[config.mk]
export PLATFORM = sky130hd
export DESIGN_NAME = ldm_write_sequencer
export DESIGN_NICKNAME = d
export VERILOG_FILES = /design/src/rtl/ldm_write_sequencer.sv
export SDC_FILE = /design/constraint.sdc
export NUM_CORES = 1
export LEC_CHECK = 0
export ABC_AREA = 1
export CAP_MARGIN = 10
export CORE_MARGIN = 4
export CORE_UTILIZATION = 43
export CTS_BUF_LIST = sky130_fd_sc_hd__clkbuf_4 sky130_fd_sc_hd__clkbuf_8
export CTS_CLUSTER_SIZE = 30
export DETAILED_ROUTE_END_ITERATION = 16
export PLACE_DENSITY = 0.79
export SKIP_CTS_REPAIR_TIMING = 1
export SLEW_MARGIN = 20
export SYNTH_ARGS = -nofsm -noshare
export SYNTH_HDL_FRONTEND = slang
export SYNTH_SLANG_ARGS = --single-unit
[constraint.sdc]
create_clock -name clk -period 2 [get_ports clk]
set_clock_uncertainty 0.15 [all_clocks]
set_input_delay 0.4 -clock clk [delete_from_list [all_inputs] [get_ports clk]]
set_output_delay 0.4 -clock clk [all_outputs]
set_load 0.02 [all_outputs]
[src/rtl/ldm_write_sequencer.sv]
// ldm_write_sequencer: write-port driver for load-multiple transfers.
// Each accepted data word is written to the lowest-numbered register still
// pending in the captured list, so registers fill in ascending order.
// Optional feature macro: LDM_PC_WRITE_EN (when defined, bit 15 / PC is
// writable like any other register; when undefined, bit 15 is dropped at capture).
module ldm_write_sequencer #(
  parameter int ADDR_WIDTH = 4,
  parameter int DATA_WIDTH = 32
) (
  input  logic                  clk,
  input  logic                  rst_n,
  input  logic                  start,
  input  logic [15:0]           reglist,
  input  logic [DATA_WIDTH-1:0] din,
  input  logic                  din_valid,
  output logic                  din_ready,
  output logic [ADDR_WIDTH-1:0] rw,
  output logic [DATA_WIDTH-1:0] pw,
  output logic                  le,
  output logic                  busy,
  output logic                  done,
  output logic [4:0]            count
);

  typedef enum logic [1:0] {IDLE, XFER, FIN} state_t;

  state_t                state, state_nxt;
  logic [15:0]           pend, pend_nxt, cap_list;
  logic [ADDR_WIDTH-1:0] tgt;
  logic                  take;

  // list as captured: PC bit dropped unless PC writes are enabled
`ifdef LDM_PC_WRITE_EN
  assign cap_list = reglist;
`else
  assign cap_list = {1'b0, reglist[14:0]};
`endif

  // lowest pending register wins (scan from top so the lowest set bit is last)
  always_comb begin
    tgt = '0;
    for (int i = 15; i >= 0; i--)
      if (pend[i]) tgt = ADDR_WIDTH'(i);
  end

  assign take = (state == XFER) && din_valid;

  // next-state, pending-mask update and status outputs
  always_comb begin
    state_nxt = state;
    pend_nxt  = pend;
    din_ready = 1'b0;
    busy      = 1'b1;
    done      = 1'b0;
    case (state)
      IDLE: begin
        busy = 1'b0;
        if (start) begin
          pend_nxt  = cap_list;
          state_nxt = (|cap_list) ? XFER : FIN;
        end
      end
      XFER: begin
        din_ready = 1'b1;
        if (din_valid) begin
          pend_nxt = pend & ~(16'd1 << tgt);
          if (pend_nxt == 16'd0) state_nxt = FIN;
        end
      end
      FIN: begin
        done      = 1'b1;
        state_nxt = IDLE;
      end
      default: state_nxt = IDLE;
    endcase
  end

  // state, mask, counter and registered write port; rw/pw hold between writes
  always_ff @(posedge clk or negedge rst_n) begin
    if (!rst_n) begin
      state <= IDLE;
      pend  <= '0;
      count <= '0;
      rw    <= '0;
      pw    <= '0;
      le    <= 1'b0;
    end else begin
      state <= state_nxt;
      pend  <= pend_nxt;
      le    <= take;
      if (take) begin
        rw    <= tgt;
        pw    <= din;
        count <= count + 5'd1;
      end else if (state == IDLE && start) begin
        count <= '0;
      end
    end
  end

endmodule

==> flow_summary.html <==
<table>
<tr><th>Metric</th><th>Value</th></tr>
<tr><th colspan="2">Outcome</th></tr>
<tr><td>Status</td><td>complete, but fails checks</td></tr>
<tr><td>Failing checks</td><td>negative setup slack</td></tr>
<tr><th colspan="2">Global routing</th></tr>
<tr><td>Total gr overflow</td><td>0</td></tr>
<tr><td>First-pass GRT wire length</td><td>15.1 mm</td></tr>
<tr><td>Largest net degree at the start of global routing</td><td>44</td></tr>
<tr><td>Vias in the first global route</td><td>3216</td></tr>
<tr><td>Number of antenna violations at the first check in global routing</td><td>0</td></tr>
<tr><td>Overall track demand over capacity in global routing</td><td>22.6%</td></tr>
<tr><th colspan="2">Power</th></tr>
<tr><td>Net switching power</td><td>approximately 3.3 mW</td></tr>
<tr><td>Pleak</td><td>roughly 2.3 nW</td></tr>
<tr><td>Comb pwr share</td><td>57.7%</td></tr>
<tr><td>Clk pwr share</td><td>15.5%</td></tr>
<tr><td>Sequential share of power</td><td>26.8%</td></tr>
<tr><td>Pwr per Cell Area</td><td>around 1700 mW/mm2</td></tr>
<tr><td>VDD IR max</td><td>1030 uV</td></tr>
<tr><td>Internal power consumption</td><td>4.63 mW</td></tr>
<tr><td>Switch share</td><td>slightly above 40%</td></tr>
<tr><th colspan="2">Finish</th></tr>
<tr><td>Fillcell total</td><td>473</td></tr>
<tr><td>Post-layout util</td><td>73.2%</td></tr>
<tr><td>Nets</td><td>568</td></tr>
<tr><td>Area growth, synth to finish</td><td>63.0%</td></tr>
<tr><td>Antenna cell count</td><td>0</td></tr>
<tr><td>Proportion of layout cells with a drive suffix above 1</td><td>21.4%</td></tr>
<tr><th colspan="2">Worst setup path</th></tr>
<tr><td>Critical path required time</td><td>2.07 ns</td></tr>
<tr><td>Highest fanout seen on the critical path</td><td>5</td></tr>
<tr><td>Crit Path Category</td><td>flip-flop to flip-flop</td></tr>
<tr><td>Data arrival time of the critical path</td><td>2.44 ns</td></tr>
<tr><td>CP endpoint kind</td><td>flip-flop</td></tr>
<tr><td>Element type at the critical path start</td><td>flip-flop</td></tr>
<tr><th colspan="2">STA</th></tr>
<tr><td>Final hold slack</td><td>0.334 ns</td></tr>
<tr><td>Final setup violating endpoints</td><td>16</td></tr>
<tr><td>Final hold violation count</td><td>0</td></tr>
<tr><td>Minimum setup slack in the final design</td><td>-0.370 ns</td></tr>
<tr><td>Worst max-slew margin expressed relative to the limit</td><td>between 60 and 70%</td></tr>
<tr><td>Tcrit/Tclk final</td><td>119%</td></tr>
<tr><td>Setup repair after global routing missed its margin</td><td>true</td></tr>
<tr><td>Max Clock Freq</td><td>422 MHz</td></tr>
<tr><td>Number of pins with negative max-slew slack in the final report</td><td>0</td></tr>
<tr><td>Clock period minus worst slack</td><td>roughly 2.4 ns</td></tr>
<tr><td>Worst slew pin tran</td><td>around 0.47 ns</td></tr>
<tr><th colspan="2">Floorplanning</th></tr>
<tr><td>Count of standard-cell rows</td><td>29</td></tr>
<tr><td>Horiz. Die Dim</td><td>89.9 um</td></tr>
<tr><td>Core region area</td><td>0.00642 mm2</td></tr>
<tr><td>Floorplan die height</td><td>89.9 um</td></tr>
<tr><td>Area of the die</td><td>0.00808 mm2</td></tr>
<tr><td>Boundary pin count</td><td>between 90 and 100</td></tr>
<tr><td>Initial core utilization</td><td>44.9%</td></tr>
<tr><th colspan="2">Place</th></tr>
<tr><td>Final GP Congestion</td><td>0.918</td></tr>
<tr><td>Total of buffers placed on input and output ports</td><td>95</td></tr>
<tr><td>Worst slack at placement</td><td>-0.314 ns</td></tr>
<tr><td>DP Wirelength</td><td>6.43 mm</td></tr>
<tr><th colspan="2">Yosys</th></tr>
<tr><td>Net count after synthesis</td><td>411</td></tr>
<tr><td>Instance count of the mapped netlist</td><td>358</td></tr>
<tr><td>Number of synthesized register bits</td><td>60</td></tr>
<tr><td>Yosys cell types</td><td>31</td></tr>
<tr><td>Number of enable flip-flop cells after synthesis</td><td>0</td></tr>
<tr><td>Share of flip-flops with an asynchronous set or reset</td><td>100%</td></tr>
<tr><td>Sequential area share after synthesis</td><td>52.1%</td></tr>
<tr><td>Dominant register cell in the synthesized netlist</td><td>sky130_fd_sc_hd__dfrtp_1</td></tr>
<tr><td>Number of warnings issued by yosys</td><td>0</td></tr>
<tr><td>Cell Area, Synth</td><td>slightly below 0.003 mm2</td></tr>
<tr><td>Average size of a mapped cell</td><td>8.05 um2</td></tr>
<tr><th colspan="2">Clocking</th></tr>
<tr><td>Number of clock buffers inserted by TritonCTS</td><td>9</td></tr>
<tr><td>Clock tree from TritonCTS</td><td>built</td></tr>
<tr><td>Clock-pin slew of the registers on the worst-case setup and hold paths</td><td>approximately 0.07 ns</td></tr>
<tr><td>Clock latency on the worst-skew pair</td><td>0.33 ns</td></tr>
<tr><td>Clock sink total</td><td>60</td></tr>
<tr><td>H-tree depth reported by CTS</td><td>3</td></tr>
<tr><td>Longest Clk Path Bufs</td><td>2</td></tr>
<tr><td>Clk Tree Root Cell</td><td>sky130_fd_sc_hd__clkbuf_8</td></tr>
<tr><th colspan="2">Detailed routing</th></tr>
<tr><td>Routed wire per std cell</td><td>about 15 um</td></tr>
<tr><td>Drt via density</td><td>5.14</td></tr>
<tr><td>Final antenna-violating net count</td><td>0</td></tr>
<tr><td>Post-detailed-routing wire length</td><td>8.92 mm</td></tr>
<tr><td># DRC</td><td>0</td></tr>
<tr><td>Number of violations reported at the end of detailed-routing iteration 0</td><td>249</td></tr>
<tr><td>Total via count after detailed routing</td><td>around 3000</td></tr>
<tr><td>Number of optimization iterations in the first detailed-route pass</td><td>5</td></tr>
<tr><th colspan="2">Worst hold path</th></tr>
<tr><td>Class of the tightest hold or removal check</td><td>flip-flop to flip-flop</td></tr>
<tr><th colspan="2">Job</th></tr>
<tr><td>Number of maximum-capacitance violations</td><td>0</td></tr>
</table>
==> cells in the mapped netlist (2+ instances only) <==
cell type	count	area, um2
sky130_fd_sc_hd__o22ai_1	8	50.1
sky130_fd_sc_hd__nand3_1	14	70.1
sky130_fd_sc_hd__nand2_2	4	25.0
sky130_fd_sc_hd__dfrtp_1	60	1500
sky130_fd_sc_hd__clkinv_1	4	15.0
sky130_fd_sc_hd__inv_2	5	18.8
sky130_fd_sc_hd__o21ai_1	9	45.0
sky130_fd_sc_hd__nand2_1	142	533
sky130_fd_sc_hd__nand4_1	10	62.6
sky130_fd_sc_hd__inv_1	28	105
sky130_fd_sc_hd__clkbuf_1	11	41.3
sky130_fd_sc_hd__o211ai_1	9	67.6
sky130_fd_sc_hd__nor4_1	3	18.8
sky130_fd_sc_hd__a21oi_4	2	32.5
sky130_fd_sc_hd__a21oi_1	5	25.0
sky130_fd_sc_hd__o21ai_2	2	17.5
sky130_fd_sc_hd__o21ai_0	19	95.1
sky130_fd_sc_hd__nand2_4	2	22.5
sky130_fd_sc_hd__nor2_1	8	30.0
sky130_fd_sc_hd__nor3_1	2	10.0
==> area by class of cell <==
class / count / area, um2 / area share [%]
clock buffers: 11 / 151 / 3.22
clock inverters: 4 / 72.6 / 1.54
repair buffers: 158 / 1500 / 31.9
flip-flops and latches: 60 / 1500 / 32.0
multi-input cells: 249 / 1240 / 26.4
inverters: 37 / 139 / 2.96
well taps: 77 / 96.3 / 2.05
==> placed cells by master, fill, tap and decap left out, types with 8 or more instances in the layout <==
| master | n |
|---|---|
| sky130_fd_sc_hd__dfrtp_1 | 60 |
| sky130_fd_sc_hd__o211ai_1 | 9 |
| sky130_fd_sc_hd__inv_1 | 26 |
| sky130_fd_sc_hd__nand4_1 | 10 |
| sky130_fd_sc_hd__nor2_1 | 8 |
| sky130_fd_sc_hd__nand3_1 | 13 |
| sky130_fd_sc_hd__o21ai_0 | 18 |
| sky130_fd_sc_hd__nand2_1 | 138 |
| sky130_fd_sc_hd__buf_4 | 56 |
| sky130_fd_sc_hd__clkdlybuf4s50_1 | 90 |
| sky130_fd_sc_hd__o22ai_1 | 8 |
| sky130_fd_sc_hd__nand2_2 | 8 |
| sky130_fd_sc_hd__clkbuf_8 | 11 |
==> worst max-delay path, stage by stage, from the launching register on <==
cell and delay (ns):
sky130_fd_sc_hd__dfrtp_1 0.39, sky130_fd_sc_hd__inv_1 0.08, sky130_fd_sc_hd__nand2_1 0.11, sky130_fd_sc_hd__nand3_1 0.09, sky130_fd_sc_hd__nand3_1 0.08, sky130_fd_sc_hd__nand3_1 0.07, sky130_fd_sc_hd__nand3_1 0.09, sky130_fd_sc_hd__nand2_2 0.07
sky130_fd_sc_hd__a21oi_4 0.21, sky130_fd_sc_hd__nand4_1 0.19, sky130_fd_sc_hd__o21ai_1 0.21, sky130_fd_sc_hd__nand2_1 0.07, sky130_fd_sc_hd__clkinv_1 0.05, sky130_fd_sc_hd__nand3_1 0.07, sky130_fd_sc_hd__nor2_1 0.12, sky130_fd_sc_hd__nand2_1 0.10
sky130_fd_sc_hd__nand2_1 0.07, sky130_fd_sc_hd__nand2_1 0.05
==> state kept, by name (all words and copies together), names as in the netlist <==
signal and cells:
pend 16, pw 32, le 1, count 5, rw 4, state 2
==> routing by layer <==
layer	up-vias	GRT usage, %	share of wire [%]	routed length, um
met3	11	7.35	8.6	764
li1	1483	-	-	-
met1	1442	28.2	42	3710
met5	-	0	0	0
met2	130	38.0	48	4320
met4	0	5.99	1.3	115
==> metrics by stage <==
stage | TNS, ns | std cells | power (mW) | area [um2]
after floorplan | 0 | 358 | 4.30 | 2880
after global placement | -1.22 | 576 | 6.33 | 4380
after detailed placement | -1.88 | 576 | 6.46 | 4380
after CTS | -2.43 | 591 | 7.74 | 4610
after global routing | -6.75 | 596 | 8.49 | 4700
final | -3.41 | 596 | 7.93 | 4700
==> path summary, 6_finish.rpt <==
path                          start  depth (start not counted)  endpoint  slack, ns
max reg2reg                pend[15]                         17  state[0]      -0.37
min                          pw[27]                          2    pw[27]       0.33
min in group asynchronous     rst_n                          2  pend[13]       0.41
min reg2reg                  pw[27]                          2    pw[27]       0.33
max in group asynchronous     rst_n                          3  count[2]       0.80
max                        pend[15]                         17  state[0]      -0.37
==> power by group through the flow <==
stage          sequential, mW  combinational, mW  clock, mW
3_5_place_dp             2.12               4.34          0
2_1_floorplan            2.54               1.76          0
6_report                 2.12               4.58       1.23
5_1_grt                  2.18               5.00       1.31
4_1_cts                  2.12               4.38       1.25
3_3_place_gp             2.11               4.22          0
==> logic make-up after synthesis <==
kind of cell,count (synthesis),share of synthesized area (%)
compound gates,58,12.7
xor+xnor,1,0.304
mux,1,0.347
flops,60,52.1
simple gates,188,27.8
buf+inv,49,6.38
fa+ha+maj,1,0.434
Power figures use the tool's default switching activity.
